File: config.mk
export PLATFORM = sky130hd
export DESIGN_NAME = instruction_fetch_unit_flat
export DESIGN_NICKNAME = d
export VERILOG_FILES = /design/src/rtl/instruction_fetch_unit_if.sv /design/src/rtl/instruction_fetch_unit.sv /design/src/flat_wrapper.sv
export SDC_FILE = /design/constraint.sdc
export NUM_CORES = 1
export LEC_CHECK = 0
export ABC_CLOCK_PERIOD_IN_PS = 3400
export BUFFER_PORTS_ARGS = -buffer_cell sky130_fd_sc_hd__buf_2
export CAP_MARGIN = 15
export CORE_MARGIN = 3
export CORE_UTILIZATION = 46
export DETAILED_ROUTE_END_ITERATION = 10
export GPL_ROUTABILITY_DRIVEN = 0
export PLACE_DENSITY = 0.79
export SLEW_MARGIN = 40
export SYNTH_ARGS = -nofsm -noshare
export SYNTH_HDL_FRONTEND = slang
export SYNTH_SLANG_ARGS = --single-unit
File: constraint.sdc
create_clock -name CLK -period 3.4 [get_ports CLK]
set_input_delay 0 -clock CLK [delete_from_list [all_inputs] [get_ports CLK]]
set_output_delay 0 -clock CLK [all_outputs]
set_load 0.05 [all_outputs]
File: src/rtl/instruction_fetch_unit_if.sv
// Instruction-memory fetch bus between the fetch unit (master) and instruction memory (slave).
// A transfer completes in any cycle where InsMemReq and InsMemAck are both high; the
// master holds InsMemReq and InsMemAddr steady until that cycle, and InsMemData is
// valid only in it.
interface instruction_fetch_unit_if;
  logic        InsMemReq;
  logic [31:0] InsMemAddr;
  logic        InsMemAck;
  logic [31:0] InsMemData;

  modport master (
    output InsMemReq,
    output InsMemAddr,
    input  InsMemAck,
    input  InsMemData
  );

  modport slave (
    input  InsMemReq,
    input  InsMemAddr,
    output InsMemAck,
    output InsMemData
  );
endinterface

File: src/rtl/instruction_fetch_unit.sv
// Fetch stage: owns the PC, fetches one word per instruction over the req/ack bus,
// presents it to the decoder for one EXEC cycle, then commits the decoder's next-PC choice.
module instruction_fetch_unit #(
  parameter logic [31:0] RESET_PC      = 32'h0000_0000,
  parameter int          FETCH_TIMEOUT = 16
) (
  input  logic                          CLK,
  input  logic                          Reset,
  input  logic [1:0]                    PCSrc,
  input  logic [31:0]                   Immediate,
  input  logic [25:0]                   JumpAddr,
  instruction_fetch_unit_if.master      insMem,
  output logic [31:0]                   Instruction,
  output logic                          InsValid,
  output logic [31:0]                   PC,
  output logic [31:0]                   PC4,
  output logic                          Halted,
  output logic                          FetchErr,
  output logic [1:0]                    dbgState
);

  localparam int CNT_W = (FETCH_TIMEOUT > 1) ? $clog2(FETCH_TIMEOUT) : 1;
  localparam logic [CNT_W-1:0] CNT_LAST = CNT_W'(FETCH_TIMEOUT - 1);

  typedef enum logic [1:0] {
    FETCH  = 2'd0,
    EXEC   = 2'd1,
    HALTED = 2'd2
  } stateT;

  stateT            state, stateNext;
  logic [31:0]      pcQ, pcNext;
  logic [31:0]      instrQ, instrNext;
  logic [CNT_W-1:0] waitCnt, waitNext;
  logic             errQ, errNext;
  logic             reqRaw;
  logic             validRaw;
  logic             haltedRaw;
  logic [31:0]      pcSeq;

  assign pcSeq = pcQ + 32'd4;

  always_ff @(posedge CLK or negedge Reset) begin
    if (!Reset) begin
      state   <= FETCH;
      pcQ     <= {RESET_PC[31:2], 2'b00};
      instrQ  <= 32'd0;
      waitCnt <= '0;
      errQ    <= 1'b0;
    end else begin
      state   <= stateNext;
      pcQ     <= pcNext;
      instrQ  <= instrNext;
      waitCnt <= waitNext;
      errQ    <= errNext;
    end
  end

  always_comb begin
    stateNext = state;
    pcNext    = pcQ;
    instrNext = instrQ;
    waitNext  = waitCnt;
    errNext   = errQ;
    reqRaw    = 1'b0;
    validRaw  = 1'b0;
    haltedRaw = 1'b0;
    case (state)
      FETCH: begin
        reqRaw = 1'b1;
        // An ack in the final allowed cycle still wins over the timeout.
        if (insMem.InsMemAck) begin
          instrNext = insMem.InsMemData;
          waitNext  = '0;
          stateNext = EXEC;
        end else if (waitCnt == CNT_LAST) begin
          errNext   = 1'b1;
          waitNext  = '0;
          stateNext = HALTED;
        end else begin
          waitNext = waitCnt + CNT_W'(1);
        end
      end
      EXEC: begin
        validRaw  = 1'b1;
        stateNext = FETCH;
        case (PCSrc)
          2'b00: pcNext = pcSeq;
          2'b01: pcNext = pcSeq + (Immediate << 2);
          2'b10: pcNext = {pcSeq[31:28], JumpAddr, 2'b00};
          default: stateNext = HALTED;
        endcase
      end
      HALTED: begin
        haltedRaw = 1'b1;
      end
      default: begin
        stateNext = FETCH;
      end
    endcase
  end

  // Gating with Reset drops the request the moment reset asserts, abandoning any fetch.
  assign insMem.InsMemReq  = reqRaw & Reset;
  assign insMem.InsMemAddr = pcQ;
  assign Instruction       = instrQ;
  assign InsValid          = validRaw;
  assign PC                = pcQ;
  assign PC4               = pcSeq;
  assign Halted            = haltedRaw;
  assign FetchErr          = errQ;
  assign dbgState          = state;

endmodule

File: src/flat_wrapper.sv
// flat-port wrapper written by rule: the top's interface ports become plain ports
module instruction_fetch_unit_flat 
#(
  parameter logic [31:0] RESET_PC      = 32'h0000_0000,
  parameter int          FETCH_TIMEOUT = 16
)
  (CLK, Reset, PCSrc, Immediate, JumpAddr, Instruction, InsValid, PC, PC4, Halted, FetchErr, dbgState, insMem_InsMemReq, insMem_InsMemAddr, insMem_InsMemAck, insMem_InsMemData);
  instruction_fetch_unit_if insMem_i ();
  input  logic CLK;
  input  logic Reset;
  input  logic [1:0] PCSrc;
  input  logic [31:0] Immediate;
  input  logic [25:0] JumpAddr;
  output logic [31:0] Instruction;
  output logic InsValid;
  output logic [31:0] PC;
  output logic [31:0] PC4;
  output logic Halted;
  output logic FetchErr;
  output logic [1:0] dbgState;
  output wire logic [$bits(insMem_i.InsMemReq)-1:0] insMem_InsMemReq;
  output wire logic [$bits(insMem_i.InsMemAddr)-1:0] insMem_InsMemAddr;
  input wire logic [$bits(insMem_i.InsMemAck)-1:0] insMem_InsMemAck;
  input wire logic [$bits(insMem_i.InsMemData)-1:0] insMem_InsMemData;
  assign insMem_InsMemReq = insMem_i.InsMemReq;
  assign insMem_InsMemAddr = insMem_i.InsMemAddr;
  assign insMem_i.InsMemAck = insMem_InsMemAck;
  assign insMem_i.InsMemData = insMem_InsMemData;
  instruction_fetch_unit #(.RESET_PC(RESET_PC), .FETCH_TIMEOUT(FETCH_TIMEOUT)) u_core (.CLK(CLK), .Reset(Reset), .PCSrc(PCSrc), .Immediate(Immediate), .JumpAddr(JumpAddr), .insMem(insMem_i), .Instruction(Instruction), .InsValid(InsValid), .PC(PC), .PC4(PC4), .Halted(Halted), .FetchErr(FetchErr), .dbgState(dbgState));
endmodule
==> metrics.txt, run 1 <==
Setup WS post-layout=89.6 ps; DP HPWL=15.4 mm; Clock Latency Late Sink=350 ps; number of placement rows=40; leak pwr=0.00424 uW; data required time at the worst endpoint=3630 ps; # IOs=229; total power density per cell area=1120 nW/um^2; biggest area contributors in the synthesized netlist=dfrtp_1, ha_1, mux2_2; total routed wirelength=21.6 mm; clock tree buffer depth=2; Pins Over Slew Limit=0; overall fraction of global-route tracks in use=0.293; leading cell types in the layout, fill and taps excluded=buf_2, buf_4, nand2_1; Die Y=120 um; share of async-settable or async-resettable flops after synthesis=1.00; slew margin rel.=0.601; library cell used as clock root buffer=clkbuf_16; area share of the largest cell type after synthesis=0.289; average wire per cell in the routed design=18.5 um; Vias/cell=5.73; synth warn=0; first-pass GRT wire length=33.6 mm; proportion of layout cells with a drive suffix above 1=0.484; vias in the first global route=6431; maximum net fanout on the critical path=5; chain of cells forming the critical path=nand3_4, buf_6, buf_4, nor3_4, buf_4, xor2_2, ha_1, a21oi_2, o21ai_1, or3_4, o21ai_4, o21ai_2, a311o_1, xor2_1, a22o_1; pin count of the biggest net entering global routing=41; initial antenna violation count=2; worst path arrival time=3540 ps; first-pass iteration count of the detailed router=5; synthesized netlist cell count=685; minimum setup slack among reg-to-reg paths=90 ps; flip-flop and latch count after synthesis=69; Highest Clock Rate=302 MHz; clock input transition at the sequential cells of the worst setup and hold paths=60 ps; Final Hold Viols=0; final critical-path share of the clock period=0.974; simple-gate portion of the synthesized area=0.178; worst voltage drop across the vdd grid=0.760 mV; die outline area=14400 sq um; number of design rule violations left after detail routing=0; CTS tree=built; Adder-Cell Fraction of Synth Area=0.0851; Synth Area in Compound Gates=0.216; most area-hungry cell type in the Yosys netlist=dfrtp_1; number of synthesized flops with an enable pin=0; nets=1124; result of the run=finished, final reports clean; RSZ-0062 raised after global routing=true; distinct cell type count of the synthesized netlist=77; WS Path Type=reg -> reg; placement-stage worst setup slack=-75.5 ps; post-synthesis share of cell area spent on xor and xnor gates=0.0717; antenna-violating nets left=0; ys flop type=dfrtp_1; # clock sinks=69; sequential element share of the synthesized area=0.289; area added between synthesis and finish=50.7%; horizontal extent of the die=120 um; vias after detailed routing=6667; Setup Skew=7.11 ps; most common cell after layout, fill and taps aside=buf_2; Crit-path slowest cell=dfrtp_2; core area=12400 sq um; Mapped Area=5970 sq um; Startpoint Class=flip-flop; Post-Syn Area per Cell=8.71 sq um; number of buffers added on ports=220; most common cell type on the critical path=buf_4; Slowest Stage Delay on Critical Path=390 ps; min-delay worst type=in -> reg; total congestion overflow=0; Initial Utilization=0.483; Tmin final=3310 ps; final-report setup violation count=0; main combinational cell family by area after synthesis=compound AO/OA/AOI/OAI gates; kind of capture point of the worst setup path=flip-flop; multiplexer fraction of the synthesized cell area=0.0790; number of H-tree levels=3; number of CTS-inserted buffers=9; transition time at the pin with the least slew margin=599 ps; Initial DRC Count=507; # Max-Cap Violations=0; accumulated negative setup slack=0 ps
## cell families after synthesis
kind of cell | Yosys count
AOI/OAI and AO/OA | 192
adders and majority gates | 40
xor gates and xnor gates | 48
muxes | 43
buffers and inverters | 89
other | 1
DFF | 69
and+or+nand+nor | 203
## power by group
| part | internal (uW) | total (uW) | switching (uW) |
|---|---|---|---|
| sequential | 1230 | 1580 | 352 |
| combinational | 2500 | 7570 | 5070 |
| clock | 515 | 905 | 390 |
## layer usage
metal,GRT usage,wire (um)
met1,0.380,8620
met2,0.486,10500
met3,0.0551,1810
met4,0.111,659
met5,0,0
## synthesized netlist by cell type (7+ instances only)
library cell and instances:
a211oi_1 7, a21o_1 18, a21oi_1 46, a221oi_1 11
a31oi_1 7, and2_1 7, and3_1 14, buf_4 36
clkbuf_1 29, dfrtp_1 69, ha_1 39, inv_1 16
mux2_2 33, mux2i_1 10, nand2_1 56, nand3_1 17
nand4_1 13, nor2_1 42, nor2b_1 7, nor3_1 16
o21ai_0 37, xnor2_1 26, xor2_1 21
## sequential cells by signal, indices dropped and copies added, names as in the netlist
name and flops:
u_core.Instruction 32, u_core.PC 30, u_core.waitCnt 4, u_core.dbgState 2
u_core.FetchErr 1
## final cells by class
type	instances	area [sq um]
antenna	2	5.00
clock buffer	11	243
clock inverter	5	35.0
fill	916	3370
inverter	17	63.8
multi-input combinational	532	4420
sequential	69	1750
tap	168	210
timing repair buffer	360	2270
## worst max-delay path, delay by kind of cell, from the launching register on
family	cells	cell delay (ps)
AOI/OAI and AO/OA	6	1140
xor gates and xnor gates	2	350
adders and majority gates	1	320
buffers and inverters	3	430
DFF	1	390
and+or+nand+nor	3	560
## stage by stage
stage          power [uW]  std cells  hold WS [ps]   util  area, sq um
2_1_floorplan        7010        690          -296      -         6390
3_3_place_gp         8570       1089           156  0.640         7910
3_5_place_dp         8680       1089        -0.677  0.640         7910
4_1_cts              9700       1151          18.5  0.701         8670
5_1_grt             10600       1164          61.0  0.727         8990
6_report            10100       1164          27.3  0.727         8990
## worst paths after layout
| path | startpoint | depth (start not counted) | end |
|---|---|---|---|
| min in group asynchronous | Reset | 2 | u_core.Instruction[8] |
| setup reg to reg | u_core.PC[8] | 15 | u_core.PC[26] |
| hold / removal | JumpAddr[8] | 3 | u_core.PC[10] |
| setup / recovery | u_core.PC[8] | 15 | u_core.PC[26] |
| hold reg to reg | u_core.FetchErr | 2 | u_core.FetchErr |
| max in group asynchronous | Reset | 3 | u_core.PC[18] |
## timing repair
item,in CTS,in global routing
pin swaps,6,17
gates resized for setup,5,46
hold buffers,42,0
endpoints found under the setup margin,8,16
setup buffers,4,11
endpoints found under the hold margin,81,0
cloned,0,0
No activity file was read; power rests on OpenSTA's default activity.
==> inputs of run 2 (changes only) <==
RECOVER_POWER = 50   (was unset)
==> metrics.txt, run 2 (synthesis results as in run 1) <==
DP HPWL=15.4 mm (unchanged); min-delay worst type=in -> reg; number of buffers added on ports=220 (unchanged); most common cell type on the critical path=buf_4; cell internal power dissipation=4140 uW (-2.5%); number of placement rows=40 (unchanged); Initial DRC Count=494 (-2.6%); Pins Over Slew Limit=41 (+41); result of the run=finished with violations; horizontal extent of the die=120 um (unchanged); Crit-path slowest cell=dfrtp_2; most common cell after layout, fill and taps aside=buf_2; Tmin final=3310 ps (-2.76 ps); share of power burned in registers=0.159 (+0.002); initial antenna violation count=2 (unchanged); overall fraction of global-route tracks in use=0.293 (unchanged); Setup WS post-layout=92.4 ps (+2.76 ps); Die Y=120 um (unchanged); Setup Skew=7.66 ps (+0.546 ps); maximum net fanout on the critical path=5 (unchanged); Vias/cell=5.73 (about the same); library cell used as clock root buffer=clkbuf_16; Critical path buffers and inverters=3 (unchanged); pin count of the biggest net entering global routing=41 (unchanged); first-pass GRT wire length=33.6 mm (unchanged); total routed wirelength=21.6 mm (about the same); transition time at the pin with the least slew margin=2200 ps (+1600 ps); net switching power=5830 uW (+0.24%); clock input transition at the sequential cells of the worst setup and hold paths=60 ps (about the same); Startpoint Class=flip-flop; minimum setup slack among reg-to-reg paths=90 ps (about the same); worst hold slack after final layout=22.3 ps (-4.96 ps); final-report setup violation count=0 (unchanged); total power density per cell area=1120 nW/um^2 (about the same); # IOs=229 (unchanged); leading cell types in the layout, fill and taps excluded=buf_2, buf_4, clkbuf_1; Largest register FFs=32 (unchanged); number of CTS-inserted buffers=9 (unchanged); # clock sinks=69 (unchanged); kind of capture point of the worst setup path=flip-flop; placement-stage worst setup slack=-75.5 ps (unchanged); Slowest Stage Delay on Critical Path=390 ps (about the same); worst voltage drop across the vdd grid=0.759 mV (about the same); vias in the first global route=6431 (unchanged); worst path arrival time=3540 ps (about the same); number of fill cells in the layout=968 (+5.7%); number of H-tree levels=3 (unchanged); CP endpoint=u_core.PC[26]; proportion of layout cells with a drive suffix above 1=0.418 (-0.0664); WS Path Type=reg -> reg; core area=12400 sq um (unchanged); data required time at the worst endpoint=3630 ps (about the same); antenna-violating nets left=0 (unchanged); final critical-path share of the clock period=0.973 (about the same); cell count along the critical path=15 (unchanged); number of design rule violations left after detail routing=0 (unchanged); first-pass iteration count of the detailed router=5 (unchanged); chain of cells forming the critical path=nand3_4, buf_6, buf_4, nor3_4, buf_4, xor2_2, ha_1, a21oi_2, o21ai_1, or3_4, o21ai_4, o21ai_2, a311o_1, xor2_1, a22o_1; source of the worst register-to-register timing path=u_core.PC[8]; kind of cell adding the most delay to the critical path=compound AO/OA/AOI/OAI gates; die outline area=14400 sq um (unchanged); average wire per cell in the routed design=18.5 um (about the same); RSZ-0062 raised after global routing=true; cell depth of the worst flop-to-flop path=15 (unchanged); violated checks=max-capacitance violations, max-slew violations; total congestion overflow=0 (unchanged); Highest Clock Rate=302 MHz (about the same); share of total power in combinational logic=0.750 (-0.003); # Max-Cap Violations=1 (+1); area added between synthesis and finish=49.2%; nets=1124 (unchanged); slew margin rel.=-0.465 (-1.07); Clock Latency Late Sink=350 ps (about the same); Clock Power Share=0.091 (about the same); Initial Utilization=0.483 (unchanged); Setup crit start=u_core.PC[8]; sw frac=0.585 (+0.00668); CTS tree=built; clock tree buffer depth=2 (unchanged); reg2reg end=u_core.PC[26]; Final Hold Viols=0 (unchanged); vias after detailed routing=6668 (+0.015%); leak pwr=0.00405 uW (-4.3%)
==> run 2: cell count changes in the layout (fill, tap and decap cells not counted), sizes merged <==
cell / delta
clkbuf: +65
buf: -65
==> run 2: power by group through the flow <==
stage / logic (uW) / clock network (uW) / registers [uW]
4_1_cts: 7250 / 911 / 1540
3_3_place_gp: 7050 / 0 / 1520
3_5_place_dp: 7130 / 0 / 1550
6_report: 7480 / 906 / 1580
2_1_floorplan: 4060 / 0 / 2950
5_1_grt: 7930 / 947 / 1630
==> run 2: worst min path at each step <==
stage,from,end,depth (start not counted)
floorplan,Reset,u_core.FetchErr,0
global placement,Reset,u_core.Instruction[8],1
detailed placement,Reset,u_core.Instruction[8],1
CTS,JumpAddr[7],u_core.PC[9],3
global route,JumpAddr[8],u_core.PC[10],3
finish,JumpAddr[8],u_core.PC[10],3
==> run 2: worst reg2reg max path, cell delays in order (launching register included) <==
cell and delay, ps:
dfrtp_2 390, nand3_4 90, buf_6 130, buf_4 130, nor3_4 120, buf_4 170, xor2_2 180, ha_1 320
a21oi_2 190, o21ai_1 110, or3_4 350, o21ai_4 160, o21ai_2 100, a311o_1 340, xor2_1 170, a22o_1 240
==> run 2: timing repair <==
item / in CTS / in global routing
setup endpoints to repair: 8 / 16
pin swaps: 6 / 17
hold endpoints to repair: 81 / 0
buffers inserted: 4 / 11
hold buffers: 42 / 0
gates resized for setup: 5 / 46
==> run 2: through the flow <==
stage          cell area, sq um  TNS [ps]  total power [uW]  instances  utilization
2_1_floorplan              6390     -5350              7010        690            -
3_3_place_gp               7910      -127              8570       1089        0.640
3_5_place_dp               7910      -274              8680       1089        0.640
4_1_cts                    8670         0              9700       1151        0.701
5_1_grt                    8900      -124             10500       1164        0.720
6_report                   8900         0              9970       1164        0.720
==> run 2: cell type report <==
class / count / area (sq um) / area share
clock inverters: 5 / 35.0 / 0.00393
clock buffers: 11 / 243 / 0.0273
inverters: 17 / 63.8 / 0.00717
repair buffers: 360 / 2180 / 0.245
flip-flops and latches: 69 / 1750 / 0.197
well taps: 168 / 210 / 0.0236
multi-input cells: 532 / 4420 / 0.496
diodes: 2 / 5.00 / 0.000562
==> run 2: metal layers <==
layer  GRT usage  wire [um]  vias up
met5           0          0        -
met4       0.111        669        0
met3      0.0551       1870       53
met2       0.486      10500      364
met1       0.380       8590     3173
li1            -          -     3078
